<file path="src/rtl/press_sequencer.sv">
// Button front end: 2-flop sync, per-bit debounce, rising-edge capture into
// pending flags, round-robin grant, and a position sequencer with idle timeout.
module press_sequencer #(
  parameter int DEBOUNCE_CYCLES = 4,
  parameter int ROUNDS          = 10,
  parameter int TIMEOUT         = 1000
) (
  input  logic       clk,
  input  logic       rst,
  input  logic [3:0] btn,
  output logic       press_valid,
  output logic [1:0] press_id,
  output logic [3:0] state,
  output logic       round_done,
  output logic       timeout,
  output logic [3:0] pending
);

  localparam logic [3:0]  FIRST_POS = 4'd1;
  localparam logic [3:0]  LAST_POS  = 4'(ROUNDS);
  localparam logic [3:0]  END_POS   = 4'(ROUNDS + 1);
  localparam logic [7:0]  DB_LIM    = 8'(DEBOUNCE_CYCLES);
  localparam logic [19:0] TO_LAST   = 20'(TIMEOUT - 1);
  localparam logic        TO_EN     = (TIMEOUT != 0);

  typedef enum logic [1:0] {PH_FIRST, PH_MID, PH_END} phase_t;

  logic [3:0]      sync1_r, sync2_r, db_lvl_r, db_prev_r;
  logic [3:0][7:0] db_cnt_r;
  logic [3:0]      pend_r, pend_s;
  logic [1:0]      ptr_r, ptr_s;
  logic [3:0]      pos_r, pos_s;
  logic [19:0]     idle_r, idle_s;
  logic            pv_r, rd_r, to_r, rd_s, to_s;
  logic [1:0]      id_r;
  logic            grant_s, expire_s;
  logic [1:0]      gid_s, idx_s;
  logic [3:0]      rise_s;
  phase_t          phase_s;

  // Synchronizer and per-bit debounce counters.
  always_ff @(posedge clk) begin
    if (rst) begin
      sync1_r   <= 4'd0;
      sync2_r   <= 4'd0;
      db_lvl_r  <= 4'd0;
      db_prev_r <= 4'd0;
      db_cnt_r  <= '0;
    end else begin
      sync1_r   <= btn;
      sync2_r   <= sync1_r;
      db_prev_r <= db_lvl_r;
      for (int i = 0; i < 4; i++) begin
        if (sync2_r[i] != db_lvl_r[i]) begin
          if (db_cnt_r[i] + 8'd1 == DB_LIM) begin
            db_lvl_r[i] <= ~db_lvl_r[i];
            db_cnt_r[i] <= 8'd0;
          end else begin
            db_cnt_r[i] <= db_cnt_r[i] + 8'd1;
          end
        end else begin
          db_cnt_r[i] <= 8'd0;
        end
      end
    end
  end

  // Arbitration, position sequencing and idle timeout (next-state logic).
  always_comb begin
    grant_s  = 1'b0;
    gid_s    = 2'd0;
    idx_s    = 2'd0;
    rd_s     = 1'b0;
    to_s     = 1'b0;
    pos_s    = pos_r;
    ptr_s    = ptr_r;
    idle_s   = 20'd0;
    rise_s   = db_lvl_r & ~db_prev_r;
    // Descending scan so the closest bit at or after the pointer is the last written.
    for (int k = 3; k >= 0; k--) begin
      idx_s = ptr_r + 2'(k);
      if (pend_r[idx_s]) begin
        grant_s = 1'b1;
        gid_s   = idx_s;
      end else begin
        grant_s = grant_s;
      end
    end
    if (pos_r == END_POS) begin
      phase_s = PH_END;
    end else if (pos_r == FIRST_POS) begin
      phase_s = PH_FIRST;
    end else begin
      phase_s = PH_MID;
    end
    expire_s = TO_EN && (phase_s == PH_MID) && (idle_r == TO_LAST) && !grant_s;
    pend_s   = pend_r | rise_s;
    if (grant_s) begin
      pend_s = (pend_r & ~(4'd1 << gid_s)) | rise_s;
      ptr_s  = gid_s + 2'd1;
      case (phase_s)
        PH_END:  pos_s = FIRST_POS;
        PH_FIRST,
        PH_MID: begin
          pos_s = pos_r + 4'd1;
          rd_s  = (pos_r == LAST_POS);
        end
        default: pos_s = FIRST_POS;
      endcase
    end else if (expire_s) begin
      pend_s = 4'd0;
      pos_s  = FIRST_POS;
      to_s   = 1'b1;
    end else if (TO_EN && phase_s == PH_MID) begin
      idle_s = idle_r + 20'd1;
    end else begin
      idle_s = 20'd0;
    end
  end

  // Sequencer state and registered output pulses.
  always_ff @(posedge clk) begin
    if (rst) begin
      pend_r <= 4'd0;
      ptr_r  <= 2'd0;
      pos_r  <= FIRST_POS;
      idle_r <= 20'd0;
      pv_r   <= 1'b0;
      id_r   <= 2'd0;
      rd_r   <= 1'b0;
      to_r   <= 1'b0;
    end else begin
      pend_r <= pend_s;
      ptr_r  <= ptr_s;
      pos_r  <= pos_s;
      idle_r <= idle_s;
      pv_r   <= grant_s;
      id_r   <= grant_s ? gid_s : 2'd0;
      rd_r   <= rd_s;
      to_r   <= to_s;
    end
  end

  assign press_valid = pv_r;
  assign press_id    = id_r;
  assign state       = pos_r;
  assign round_done  = rd_r;
  assign timeout     = to_r;
  assign pending     = pend_r;

endmodule

</file>
<file path="config.mk">
export PLATFORM = sky130hd
export DESIGN_NAME = press_sequencer
export DESIGN_NICKNAME = d
export VERILOG_FILES = /design/src/rtl/press_sequencer.sv
export SDC_FILE = /design/constraint.sdc
export NUM_CORES = 1
export LEC_CHECK = 0
export ABC_AREA = 1
export BUFFER_PORTS_ARGS = -buffer_cell sky130_fd_sc_hd__buf_2
export CAP_MARGIN = 20
export CORE_ASPECT_RATIO = 0.9
export CORE_UTILIZATION = 50
export CTS_BUF_LIST = sky130_fd_sc_hd__clkbuf_16
export DETAILED_ROUTE_END_ITERATION = 8
export GPL_ROUTABILITY_DRIVEN = 0
export GPL_TIMING_DRIVEN = 0
export PLACE_DENSITY = 0.76
export SETUP_SLACK_MARGIN = 0.02
export SYNTH_ARGS = -nofsm -noshare
export SYNTH_HDL_FRONTEND = slang
export SYNTH_SLANG_ARGS = --single-unit
</file>
<file path="constraint.sdc">
create_clock -name clk -period 1.8 [get_ports clk]
set_input_delay 0.18 -clock clk [delete_from_list [all_inputs] [get_ports clk]]
set_output_delay 0.18 -clock clk [all_outputs]
set_load 0.01 [all_outputs]
</file>
==> flow_metrics.py, run 1 <==
metrics = {
    "logic_synthesis": {
        "ys_warn_count": 0,
        "ys_seq_area_share_pct": 42.84,
        "synth_top_area_share_pct": 42.84,
        "yosysMostFrequentCell": "nand2_1",
        "yosysTopAreaCell": "dfxtp_1",
        "synth-edff-count": 0,
        "synth-main-ff-cell": "dfxtp_1",
        "synthesis.area_um2": 3879,
        "syn_nets": 541,
        "yosysUniqueCellTypes": 34,
        "async_reset_ff_share_pct": 0,
        "synth_area_per_cell_um2": 7.388,
        "yosys-top-cells-count": "nand2_1, nor2_1, inv_1, dfxtp_1, nand3_1",
        "netlist_instances": 525,
        "synthTopCellsByArea": "dfxtp_1, nand2_1, nor2_1",
        "ys_ff_latch": 83,
    },
    "floorplan": {
        "fp.dieH_um": 85.56,
        "placementRows": 30,
        "io_pins": 19,
        "die-area_um2": 8114,
        "initial_core_util_pct": 51.41,
        "die_w_um": 94.84,
        "core_um2": 7545,
    },
    "timing": {
        "hold_viol": 0,
        "finalMaxSlewViolations": 0,
        "worst_slack_ns": 0.09445,
        "rsz0062_at_grt": "yes",
        "fin_crit_ns": 1.706,
        "finalClockSkew_ns": 0.004532,
        "slew_headroom_pct": 66.77,
        "final.period_utilization_pct": 94.75,
        "worst_pin_slew_ns": 0.4984,
        "max_freq_mhz": 586.3,
        "setup_viol": 0,
    },
    "global_routing": {
        "busiest_layer": "met2",
        "grt_pass1_wl_mm": 12.26,
        "grt_antenna_before_repair": 0,
        "met1_usage_pct": 22.88,
        "grt_overflow": 0,
        "use_met3_pct": 5.762,
        "grt.total_usage_pct": 19.25,
        "met2_usage_pct": 33.09,
        "grt_max_degree": 17,
        "grt_pass1_vias": 2940,
    },
    "power": {
        "power_density_nw_per_um2": 867.3,
        "finalPower_mw": 3.995,
        "vdd_drop_max_v": 0.0005983,
        "leakagePower_nw": 1.906,
    },
    "status": {
        "status": "complete, no violations",
    },
    "place": {
        "hpwlAfterDp_mm": 5.083,
        "postPlaceCellArea_um2": 4084,
        "numPortBuffers": 17,
        "dp_cells": 638,
        "place_ws_ns": -0.1204,
    },
    "critical_path": {
        "path_max_fanout": 10,
        "r2r_slack_ns": 0.09,
        "end_kind": "register",
        "cp.arrival_ns": 1.94,
        "crit_path_start_kind": "register",
        "critPathKind": "register to register",
        "critPathRequiredTime_ns": 2.03,
    },
    "clocking": {
        "cts_inserted_buffers": 9,
        "root_buffer": "clkbuf_16",
        "tritoncts": "built",
        "clk_latency_ns": 0.33,
        "path_clk_slew_ns": 0.06,
        "ctsHoldBuffers": 0,
        "cts-htree-levels": 3,
        "clock_path_buffers": 2,
        "cts.sinks": 83,
    },
    "cells_and_area": {
        "instances_no_fill": 662,
        "drive_gt1_share_pct": 17.31,
        "fin_nets": 577,
        "num_antenna_cells": 0,
        "final_area_um2": 4606,
        "area_growth_pct": 18.74,
    },
    "routing": {
        "routed_wl_mm": 7.356,
        "final_antenna_net_count": 0,
        "dr.pass1.iters": 4,
        "wl_per_cell_um": 11.11,
        "via_per_inst": 4.911,
        "route.detailed.drc": 0,
        "num_vias": 3251,
        "first_iter_violations": 109,
    },
    "hold_path": {
        "min_path_type": "primary input to register",
    },
    "flow_run": {
        "cap_violations": 0,
    },
}
-- final timing paths --
| kind | startpoint | end | cells past startpoint |
|---|---|---|---|
| setup / recovery | state[0] | idle_r[11] | 10 |
| hold / removal | btn[2] | sync1_r[2] | 3 |
| setup reg to reg | state[0] | idle_r[11] | 10 |
| hold reg to reg | sync1_r[3] | sync2_r[3] | 2 |
-- through the flow --
step                      utilization (%)  hold WS, ns  setup TNS, ns
final                               61.04      0.04563              0
after CTS                           58.86      0.03614              0
after global placement              54.13       0.3783        -0.1097
after detailed placement            54.13       0.3874        -0.5840
after floorplan                         -       0.2870              0
after global routing                61.04      0.04014        -0.2353
-- cell families after synthesis --
kind of cell               share of synthesized area [%]
buffers and inverters                              9.613
and+or+nand+nor                                    32.19
xor gates and xnor gates                           8.129
DFF                                                42.84
adders and majority gates                          3.226
AOI/OAI and AO/OA                                  4.000
-- worst max-delay path, stage by stage (launching register included) --
cell and delay [ns]:
dfxtp_2 0.35, ha_1 0.24, nand3_1 0.15, o21ai_2 0.09, inv_1 0.08, nand4_1 0.19
nand2_4 0.16, nor2_8 0.06, inv_4 0.09, buf_12 0.15, nor2_2 0.04
-- layout make-up --
type | instances | area (µm²)
Fill cell | 649 | 2939
Multi-Input combinational cell | 350 | 1967
Sequential cell | 83 | 1669
Inverter | 86 | 325.3
Clock buffer | 9 | 225.2
Timing Repair Buffer | 25 | 145.1
Tap cell | 96 | 120.1
Clock inverter | 7 | 106.4
Buffer | 6 | 47.55
-- report_power, final --
part           switching, mW  leakage (nW)  internal [mW]
registers             0.0111         0.672           1.85
clock network          0.771         0.163           1.24
logic                 0.0748          1.07         0.0437
total                  0.857          1.91           3.14
-- flip-flops by register name, indices dropped and copies added, names as in the netlist --
| name | flops |
|---|---|
| press_id | 2 |
| timeout | 1 |
| sync1_r | 4 |
| state | 4 |
| press_valid | 1 |
| ptr_r | 2 |
| sync2_r | 4 |
| db_lvl_r | 4 |
| round_done | 1 |
| db_cnt_r | 32 |
| db_prev_r | 4 |
| idle_r | 20 |
| pending | 4 |
-- per-layer routing --
| metal | share of wire, % | up-vias | routed length (µm) |
|---|---|---|---|
| met5 | 0 | - | 0 |
| met3 | 4.1 | 18 | 299 |
| met2 | 49 | 63 | 3580 |
| li1 | - | 1685 | - |
| met4 | 1.9 | 0 | 142 |
| met1 | 45 | 1485 | 3333 |
-- cells in the final DEF (no fill, tap or decap), types with 3 or more instances in the layout --
master	instances
a21oi_1	11
buf_2	18
buf_4	8
clkbuf_16	9
dfxtp_1	77
dfxtp_2	6
ha_1	9
inv_1	83
inv_6	3
nand2_1	95
nand3_1	36
nand3_2	5
nand3b_1	3
nand4_1	6
nor2_1	91
nor2_2	11
nor2_4	5
nor3_1	4
o21ai_0	7
or2_2	4
xnor2_1	10
xor2_1	24
-- timing repair --
action | 4_1_cts | 5_1_grt
pin swaps | 1 | 5
endpoints found under the setup margin | 11 | 52
gates resized for setup | 5 | 33
endpoints found under the hold margin | 0 | 0
buffers inserted | 1 | 7
No activity file was read; power rests on OpenSTA's default activity.
==> run 2, diff against run 1 <==
--- a/config.mk
+++ b/config.mk
@@ -8,13 +8,15 @@
 export ABC_AREA = 1
 export BUFFER_PORTS_ARGS = -buffer_cell sky130_fd_sc_hd__buf_2
 export CAP_MARGIN = 20
+export CELL_PAD_IN_SITES_DETAIL_PLACEMENT = 2
+export CELL_PAD_IN_SITES_GLOBAL_PLACEMENT = 2
 export CORE_ASPECT_RATIO = 0.9
-export CORE_UTILIZATION = 50
+export CORE_UTILIZATION = 32
 export CTS_BUF_LIST = sky130_fd_sc_hd__clkbuf_16
 export DETAILED_ROUTE_END_ITERATION = 8
 export GPL_ROUTABILITY_DRIVEN = 0
 export GPL_TIMING_DRIVEN = 0
-export PLACE_DENSITY = 0.76
+export PLACE_DENSITY = 0.81
 export SETUP_SLACK_MARGIN = 0.02
 export SYNTH_ARGS = -nofsm -noshare
 export SYNTH_HDL_FRONTEND = slang
==> flow_metrics.py, run 2 (synthesis results as in run 1) <==
metrics = {
    "routing": {
        "routed_wl_mm": 11.88,
        "route.detailed.drc": 0,
        "via_per_inst": 4.729,
        "first_iter_violations": 131,
        "final_antenna_net_count": 0,
        "num_vias": 3443,
        "wl_per_cell_um": 16.32,
        "dr.pass1.iters": 4,
    },
    "critical_path": {
        "r2r_slack_ns": 0.05,
        "end_kind": "register",
        "crit_path_start_kind": "register",
        "path_max_fanout": 4,
        "critPathRequiredTime_ns": 2.10,
        "cp.arrival_ns": 2.04,
        "critPathKind": "register to register",
    },
    "power": {
        "leakagePower_nw": 1.931,
        "power_density_nw_per_um2": 803.0,
        "vdd_drop_max_v": 0.0004363,
    },
    "cells_and_area": {
        "layout_commonest_cell": "nand2_1",
        "reg_top3": "db_cnt_r (32), idle_r (20)",
        "final_cell_mix": "nand2_1, nor2_1, inv_1",
        "instances_no_fill": 728,
        "drive_gt1_share_pct": 22.73,
        "area_growth_pct": 24.71,
        "fin_nets": 583,
        "num_antenna_cells": 0,
        "final_area_um2": 4837,
        "regArea_um2": 1683,
        "largest_reg_flops": 32,
        "largest_register": "db_cnt_r",
        "multi_input_area_um2": 2098,
        "final_core_util_pct": 41.63,
        "nFillCells": 1325,
    },
    "place": {
        "hpwlAfterDp_mm": 7.567,
        "dp_cells": 698,
        "place_ws_ns": -0.2617,
        "postPlaceCellArea_um2": 4159,
        "numPortBuffers": 17,
    },
    "floorplan": {
        "fp.dieH_um": 106.4,
        "placementRows": 37,
        "initial_core_util_pct": 33.38,
        "die-area_um2": 12570,
        "io_pins": 19,
        "die_w_um": 118.1,
        "core_um2": 11620,
    },
    "clocking": {
        "path_clk_slew_ns": 0.07,
        "root_buffer": "clkbuf_16",
        "cts.sinks": 83,
        "tritoncts": "built",
        "clock_path_buffers": 2,
        "cts-htree-levels": 3,
        "cts_inserted_buffers": 9,
        "clk_latency_ns": 0.35,
    },
    "global_routing": {
        "grt_max_degree": 16,
        "grt_pass1_wl_mm": 18.33,
        "grt_overflow": 0,
        "grt_antenna_before_repair": 0,
        "grt_pass1_vias": 3780,
        "grt.total_usage_pct": 18.69,
    },
    "hold_path": {
        "min_path_type": "primary input to register",
    },
    "timing": {
        "slew_headroom_pct": 64.35,
        "rsz0062_at_grt": "yes",
        "setup_viol": 0,
        "fin_crit_ns": 1.747,
        "hold_viol": 0,
        "finalClockSkew_ns": 0.008388,
        "worst_pin_slew_ns": 0.5348,
        "max_freq_mhz": 572.4,
        "worst_slack_ns": 0.05310,
        "finalMaxSlewViolations": 0,
        "final.period_utilization_pct": 97.05,
        "setup-tns-final_ns": 0,
    },
    "status": {
        "status": "complete, no violations",
    },
    "flow_run": {
        "cap_violations": 0,
    },
}
==> run 2: cell types whose count changed in the layout (fill, tap and decap cells not counted), moves of 2 or more <==
cell and change:
nor4_1 -2, nand3_4 +2, nor2_4 +2, ha_1 -4, clkinvlp_4 +2, nand3_1 -3
ha_2 +3, buf_4 +5, nor2_1 -6, nor2_2 +4, dfxtp_4 +2, nand2_1 -2
dfxtp_2 +5, dfxtp_1 -7
==> run 2: layout make-up <==
type	instances	share of cell area, %
clock buffers	9	4.656
inverters	86	6.725
flip-flops and latches	83	34.79
repair buffers	31	3.880
plain buffers	6	0.9829
clock inverters	7	1.552
well taps	156	4.035
multi-input cells	350	43.38
==> run 2: metrics by stage <==
step | power, mW | hold WS, ns
after detailed placement | 2.019 | 0.4004
after global placement | 2.011 | 0.3921
final | 3.884 | 0.04942
after floorplan | 1.982 | 0.2870
after global routing | 4.025 | 0.05737
after CTS | 3.914 | 0.03473
==> run 2: timing repair <==
action                                 4_1_cts  5_1_grt
hold buffers                                 0        0
gates cloned                                 0        1
setup endpoints to repair                   52       62
pin swaps                                    4       14
buffers inserted                             3       10
gates resized for setup                     28       48
endpoints found under the hold margin        0        0
==> run 2: worst max-delay path, stage by stage, from the launching register on <==
cell and delay [ns]:
dfxtp_2 0.36, ha_4 0.17, nand3_2 0.11, nor2_2 0.15, nand2_2 0.09, nor2_2 0.11
inv_1 0.09, nor2_4 0.11, nand3_1 0.11, xor2_1 0.21, nand2_1 0.11, inv_1 0.06
==> run 2: metal layers <==
metal  vias up  GRT usage [%]  part of all wire [%]
li1       1695              -                     -
met1      1682          20.12                    42
met2        41          35.63                    53
met3        25          4.667                   2.4
met4         0          5.861                   2.6
met5         -              0                     0
==> run 2: worst paths after layout <==
kind | from | endpoint | depth (start not counted)
worst min register to register | sync1_r[3] | sync2_r[3] | 2
worst min-delay path | btn[3] | sync1_r[3] | 3
worst max register to register | idle_r[0] | idle_r[18] | 11
worst max-delay path | idle_r[0] | idle_r[18] | 11
==> run 2: report_power, final <==
part	leakage [nW]	switching [mW]	internal (mW)
Clock	0.140	0.804	1.08
Sequential	0.677	0.0134	1.85
Combinational	1.11	0.0878	0.0472
